$ cat src/rtl/subtrator_pkg.sv
// Shared types and helpers for the bit-serial subtractor.
// Imported by the top and the full-adder cell.
package subtrator_pkg;

   typedef enum logic [1:0] {IDLE, SHIFT, DONE} estado_t;

   // Counter width for a given operand width, never below one bit.
   function automatic int unsigned cnt_width(input int unsigned width);
      return ($clog2(width) > 1) ? $clog2(width) : 1;
   endfunction

endpackage

$ cat src/rtl/somadorcompleto.sv
// Single-bit full-adder cell shared by the serial arithmetic blocks.
module somadorcompleto
   import subtrator_pkg::*;
(
   input  logic a,
   input  logic b,
   input  logic cin,
   output logic s,
   output logic c
);

   assign s = a ^ b ^ cin;
   assign c = (a & b) | (a & cin) | (b & cin);

endmodule

$ cat src/rtl/subtrator_serial.sv
// Bit-serial subtractor: d = a - b computed LSB first as a + ~b + 1 through one
// full-adder cell, with borrow, signed-overflow and zero flags; valid/ready on both sides.
module subtrator_serial
   import subtrator_pkg::*;
#(
   parameter int unsigned WIDTH = 4
) (
   input  logic             clk,
   input  logic             rst_n,
   input  logic             in_valid,
   output logic             in_ready,
   input  logic [WIDTH-1:0] a,
   input  logic [WIDTH-1:0] b,
   output logic             out_valid,
   input  logic             out_ready,
   output logic [WIDTH-1:0] d,
   output logic             borrow,
   output logic             ovf,
   output logic             zero
);

   localparam int unsigned     CNT_W    = cnt_width(WIDTH);
   localparam logic [CNT_W-1:0] CNT_LAST = CNT_W'(WIDTH - 1);
   localparam logic [CNT_W-1:0] CNT_PEN  = CNT_W'(WIDTH - 2);

   estado_t          estado;
   logic [CNT_W-1:0] cnt;
   logic [WIDTH-1:0] a_sh;
   logic [WIDTH-1:0] b_sh;
   logic [WIDTH-1:0] d_sh;
   logic             carry;
   logic             c_msb_in;
   logic             s;
   logic             c;
   logic [WIDTH-1:0] d_fin;

   assign in_ready = (estado == IDLE);

   somadorcompleto u_fa (
      .a   (a_sh[0]),
      .b   (~b_sh[0]),
      .cin (carry),
      .s   (s),
      .c   (c)
   );

   // Difference as it will look once the current sum bit is shifted in.
   assign d_fin = {s, d_sh[WIDTH-1:1]};

   always_ff @(posedge clk or negedge rst_n) begin
      if (!rst_n) begin
         estado    <= IDLE;
         cnt       <= '0;
         a_sh      <= '0;
         b_sh      <= '0;
         d_sh      <= '0;
         carry     <= 1'b0;
         c_msb_in  <= 1'b0;
         out_valid <= 1'b0;
         d         <= '0;
         borrow    <= 1'b0;
         ovf       <= 1'b0;
         zero      <= 1'b0;
      end else begin
         case (estado)
            IDLE: begin
               if (in_valid) begin
                  a_sh   <= a;
                  b_sh   <= b;
                  d_sh   <= '0;
                  carry  <= 1'b1;
                  cnt    <= '0;
                  estado <= SHIFT;
               end
            end
            SHIFT: begin
               d_sh  <= d_fin;
               a_sh  <= a_sh >> 1;
               b_sh  <= b_sh >> 1;
               carry <= c;
               cnt   <= cnt + 1'b1;
               // Carry out of bit WIDTH-2 is the carry into the MSB.
               if (cnt == CNT_PEN) begin
                  c_msb_in <= c;
               end
               if (cnt == CNT_LAST) begin
                  estado    <= DONE;
                  d         <= d_fin;
                  borrow    <= ~c;
                  ovf       <= c_msb_in ^ c;
                  zero      <= (d_fin == '0);
                  out_valid <= 1'b1;
               end
            end
            DONE: begin
               if (out_ready) begin
                  out_valid <= 1'b0;
                  estado    <= IDLE;
               end
            end
            default: estado <= IDLE;
         endcase
      end
   end

endmodule

$ cat config.mk
export PLATFORM = sky130hd
export DESIGN_NAME = subtrator_serial
export DESIGN_NICKNAME = d
export VERILOG_FILES = /design/src/rtl/subtrator_pkg.sv /design/src/rtl/somadorcompleto.sv /design/src/rtl/subtrator_serial.sv
export SDC_FILE = /design/constraint.sdc
export NUM_CORES = 1
export LEC_CHECK = 0
export CAP_MARGIN = 20
export CORE_UTILIZATION = 50
export DETAILED_ROUTE_END_ITERATION = 8
export PLACE_DENSITY = 0.77
export SYNTH_ARGS = -nofsm -noshare
export SYNTH_HDL_FRONTEND = slang
export SYNTH_SLANG_ARGS = --single-unit
$ cat constraint.sdc
create_clock -name clk -period 2 [get_ports clk]
set_input_delay 0.6 -clock clk [delete_from_list [all_inputs] [get_ports clk]]
set_output_delay 0.6 -clock clk [all_outputs]
set_load 0.03 [all_outputs]
==> report_table.html, run 1 <==
<table>
<tr><th>Metric</th><th>Value</th></tr>
<tr><th colspan="2">Layout</th></tr>
<tr><td>Net total in the final layout</td><td>133</td></tr>
<tr><td>Post-route non-filler standard cell count</td><td>144</td></tr>
<tr><td>Area growth from synthesis to layout</td><td>23.0%</td></tr>
<tr><td>Proportion of layout cells with a drive suffix above 1</td><td>15.4%</td></tr>
<tr><td>Diode count</td><td>0</td></tr>
<tr><th colspan="2">Worst setup path</th></tr>
<tr><td>Startpoint kind of the worst setup timing path</td><td>flop</td></tr>
<tr><td>Critical Setup Path Class</td><td>reg2out</td></tr>
<tr><td>R2r endpoint</td><td>zero</td></tr>
<tr><td>Crit-path slowest cell</td><td>clkdlybuf4s50_1</td></tr>
<tr><td>Worst EP arrival</td><td>1.34 ns</td></tr>
<tr><td>Buffer and inverter count on the worst path</td><td>1</td></tr>
<tr><td>Worst setup EP type</td><td>output pin</td></tr>
<tr><td>Slowest stage delay, CP</td><td>0.67 ns</td></tr>
<tr><td>Number of logic stages on the critical path including buffering</td><td>1</td></tr>
<tr><td>Sequence of cells on the critical path</td><td>clkdlybuf4s50_1</td></tr>
<tr><td>Gate family responsible for the most delay along the worst path</td><td>buffers and inverters</td></tr>
<tr><td>Reg-to-reg startpoint</td><td>b_sh[0]</td></tr>
<tr><td>CP Data Required Time</td><td>1.40 ns</td></tr>
<tr><td>Reg-to-reg slack, setup</td><td>0.46 ns</td></tr>
<tr><td>Maximum fanout encountered on the critical timing path</td><td>2</td></tr>
<tr><td>Worst Reg-to-Reg Cells</td><td>3</td></tr>
<tr><th colspan="2">Floorplanning</th></tr>
<tr><td>Placeable core region</td><td>2060 um2</td></tr>
<tr><td>Initial standard-cell utilization of the core</td><td>55.7%</td></tr>
<tr><td># rows</td><td>16</td></tr>
<tr><td>IO Pins</td><td>21</td></tr>
<tr><td>DIE WIDTH</td><td>49.9 um</td></tr>
<tr><td>Die span in y</td><td>49.9 um</td></tr>
<tr><td>Die area</td><td>2490 um2</td></tr>
<tr><th colspan="2">Timing</th></tr>
<tr><td>Post-Route Setup TNS</td><td>0 ns</td></tr>
<tr><td>Final period util</td><td>97.0%</td></tr>
<tr><td>Pins over their slew limit</td><td>0</td></tr>
<tr><td>Clock Skews</td><td>0.00356 ns</td></tr>
<tr><td>Max-Slew Margin vs Limit</td><td>63.5%</td></tr>
<tr><td>Max Clock Freq</td><td>516 MHz</td></tr>
<tr><td>Minimum period implied by the final worst setup slack</td><td>1.94 ns</td></tr>
<tr><td>Count of final setup violators</td><td>0</td></tr>
<tr><td>Least-Margin Pin Slew</td><td>0.547 ns</td></tr>
<tr><td>Final Hold Vio Count</td><td>0</td></tr>
<tr><td>Unrepaired setup endpoints after global routing</td><td>no</td></tr>
<tr><th colspan="2">Routing</th></tr>
<tr><td>Count of TritonRoute iterations in the first routing pass</td><td>5</td></tr>
<tr><td>Via count</td><td>810</td></tr>
<tr><td>Detailed Route Iter0 Violations</td><td>32</td></tr>
<tr><td>Antenna viol nets, final</td><td>0</td></tr>
<tr><td>WL per Instance</td><td>13.8 um</td></tr>
<tr><td>Detailed-route DRC error count</td><td>0</td></tr>
<tr><td>Via density per instance</td><td>5.63</td></tr>
<tr><td>Routed wire length</td><td>1.99 mm</td></tr>
<tr><th colspan="2">Synth</th></tr>
<tr><td>Netlist Area Pre-Place</td><td>1150 um2</td></tr>
<tr><td>Share of the synthesized area in the top cell type</td><td>54.5%</td></tr>
<tr><td>Cell types occupying the most area after synthesis</td><td>dfrtp_1 54%, mux2_2 5.9%, inv_1 3.6%</td></tr>
<tr><td>Mean instance size in the synthesized netlist</td><td>12.4 um2</td></tr>
<tr><td>Synthesized netlist net count</td><td>108</td></tr>
<tr><td>Yosys reg bits</td><td>25</td></tr>
<tr><td>Warnings, synthesis</td><td>0</td></tr>
<tr><td>Cell type with the highest aggregate area in the netlist</td><td>dfrtp_1</td></tr>
<tr><td>Post-synthesis instance total</td><td>93</td></tr>
<tr><td>Synth unique cells</td><td>31</td></tr>
<tr><td>Sequential share of the synthesized area</td><td>54.5%</td></tr>
<tr><th colspan="2">Hold path</th></tr>
<tr><td>Hold Path End</td><td>d[1]</td></tr>
<tr><td>Start point of the worst min-delay path</td><td>d[1]</td></tr>
<tr><td>Tightest Hold Check Type</td><td>reg2reg</td></tr>
<tr><td>Worst hold path cell count</td><td>1</td></tr>
<tr><th colspan="2">Global route</th></tr>
<tr><td>Global-route congestion overflow total</td><td>0</td></tr>
<tr><td>Global-route met3 utilization</td><td>2.78%</td></tr>
<tr><td>Global Route met2 Usage</td><td>31.1%</td></tr>
<tr><td>Wire length of the first global-routing pass</td><td>3.35 mm</td></tr>
<tr><td>Aggregate global-route resource usage</td><td>17.9%</td></tr>
<tr><td>Maximum number of pins on one net before global-route repair</td><td>26</td></tr>
<tr><td>Number of antenna violations at the first check in global routing</td><td>0</td></tr>
<tr><td>Via count of the first global-routing pass</td><td>736</td></tr>
<tr><td>Global-route layer with the greatest usage</td><td>met2</td></tr>
<tr><td>GR met1 Demand/Resource</td><td>23.3%</td></tr>
<tr><th colspan="2">Clock network</th></tr>
<tr><td>Largest buffer count on any clock path</td><td>2</td></tr>
<tr><td>Clk slew on worst S/H paths</td><td>0.13 ns</td></tr>
<tr><td>Resized cells post-CTS</td><td>0</td></tr>
<tr><td>Master cell of the clock root buffer</td><td>clkbuf_4</td></tr>
<tr><td>Cts hold-fix bufs</td><td>0</td></tr>
<tr><td>Buffer count from post-CTS setup fixing</td><td>0</td></tr>
<tr><td>Number of H-tree branching levels</td><td>1</td></tr>
<tr><td>TritonCTS sink count</td><td>25</td></tr>
<tr><td>Clock latency on the worst-skew pair</td><td>0.30 ns</td></tr>
<tr><td>CTS tree</td><td>done</td></tr>
<tr><td>Total CTS buffers</td><td>3</td></tr>
<tr><th colspan="2">Place</th></tr>
<tr><td>Cell Count Post-Placement</td><td>140</td></tr>
<tr><td>Placed wire-length estimate after detailed placement</td><td>1.47 mm</td></tr>
<tr><td>Last weighted congestion value of the routability-driven placer</td><td>0.758</td></tr>
<tr><td>Port-buffer cells</td><td>20</td></tr>
<tr><th colspan="2">Power and ir drop</th></tr>
<tr><td>Static Leakage</td><td>0.633 nW</td></tr>
<tr><td>Maximum vdd drop</td><td>0.958 mV</td></tr>
<tr><td>Total power per unit cell area</td><td>1600 nW/um2</td></tr>
<tr><th colspan="2">Run</th></tr>
<tr><td>Max-cap violations</td><td>0</td></tr>
<tr><th colspan="2">Status</th></tr>
<tr><td>Outcome</td><td>completed</td></tr>
</table>
where the power goes:
group	switching, W	internal (W)	leakage [nW]
Sequential	0.000125	0.000738	0.303
Clock	0.000133	0.0000775	0.0150
Combinational	0.000620	0.000563	0.315
Total	0.000878	0.00138	0.633
registers in the layout, summed over array words and instances, names as in the netlist:
| signal | cells |
|---|---|
| d_sh | 3 |
| b_sh | 4 |
| carry | 1 |
| estado | 2 |
| borrow | 1 |
| zero | 1 |
| ovf | 1 |
| cnt | 2 |
| d | 4 |
| out_valid | 1 |
| c_msb_in | 1 |
| a_sh | 4 |
metrics by stage:
step                total power, W  hold WS [ns]  cell area [um2]  worst slack, ns  util [%]
floorplan                  0.00171         0.304             1150            0.300         -
global placement           0.00202         0.482             1380            0.236      67.1
detailed placement         0.00207         0.493             1380            0.196      67.1
CTS                        0.00227         0.523             1410           0.0262      68.4
global route               0.00243         0.533             1410          0.00822      68.5
finish                     0.00226         0.518             1410           0.0605      68.5
how the worst max path moves through the flow:
stage | startpoint | endpoint | slack, ns
3_5_place_dp | in_valid | b_sh[2] | 0.20
3_3_place_gp | in_valid | b_sh[2] | 0.24
5_1_grt | d[2] | d[2] | 0.008
2_1_floorplan | estado[1] | in_ready | 0.30
6_report | d[2] | d[2] | 0.06
4_1_cts | out_valid | out_valid | 0.03
cell usage in the layout, fill, tap and decap left out, drive strengths merged, types with 2 or more instances in the layout:
master	n
buf	6
nor4b	2
a222oi	4
mux2i	3
inv	11
clkdlybuf4s50	18
nand2b	3
nand2	2
mux2	6
a21oi	2
nand3b	4
dfrtp	25
clkbuf	4
o221ai	2
o2bb2ai	3
a22o	2
ha	2
nor2b	5
synth_stat cells (all sizes together):
master	instances
o21ba	1
nor2	1
nand2	2
a21oi	2
a211oi	1
o21ai	1
a22oi	1
or2	1
nor4b	2
ha	2
buf	5
a22o	2
o221a	1
o221ai	2
mux2i	3
nand2b	3
nand3b	4
o21bai	1
a222oi	4
nor3b	1
fa	1
mux2	6
o2bb2ai	3
dfrtp	25
nor2b	5
xnor2	1
inv	11
or4b	1
kinds of logic after synthesis:
family | count (synthesis) | synth area share [%]
DFF | 25 | 54.5
and+or+nand+nor | 20 | 11.9
AOI/OAI and AO/OA | 19 | 13.9
buffers and inverters | 16 | 6.54
muxes | 9 | 8.50
adders and majority gates | 3 | 3.92
xor gates and xnor gates | 1 | 0.763
per-layer routing:
layer	up-vias	wire length [um]
met5	-	0
met4	0	12
met3	2	69
met2	18	1040
met1	411	873
li1	379	-
final cells by class:
class,count,area [um2]
Clock buffer,4,26.3
Inverter,11,41.3
Tap cell,27,33.8
Fill cell,163,649
Multi-Input combinational cell,52,448
Sequential cell,25,626
Timing Repair Buffer,25,238
No activity file was read; power rests on OpenSTA's default activity.
==> inputs of run 2 (changes only) <==
Settings changed: SLEW_MARGIN set to 20.
==> results of run 2 <==
Same layout as run 1: the final DEF is identical, and so are final timing and power.
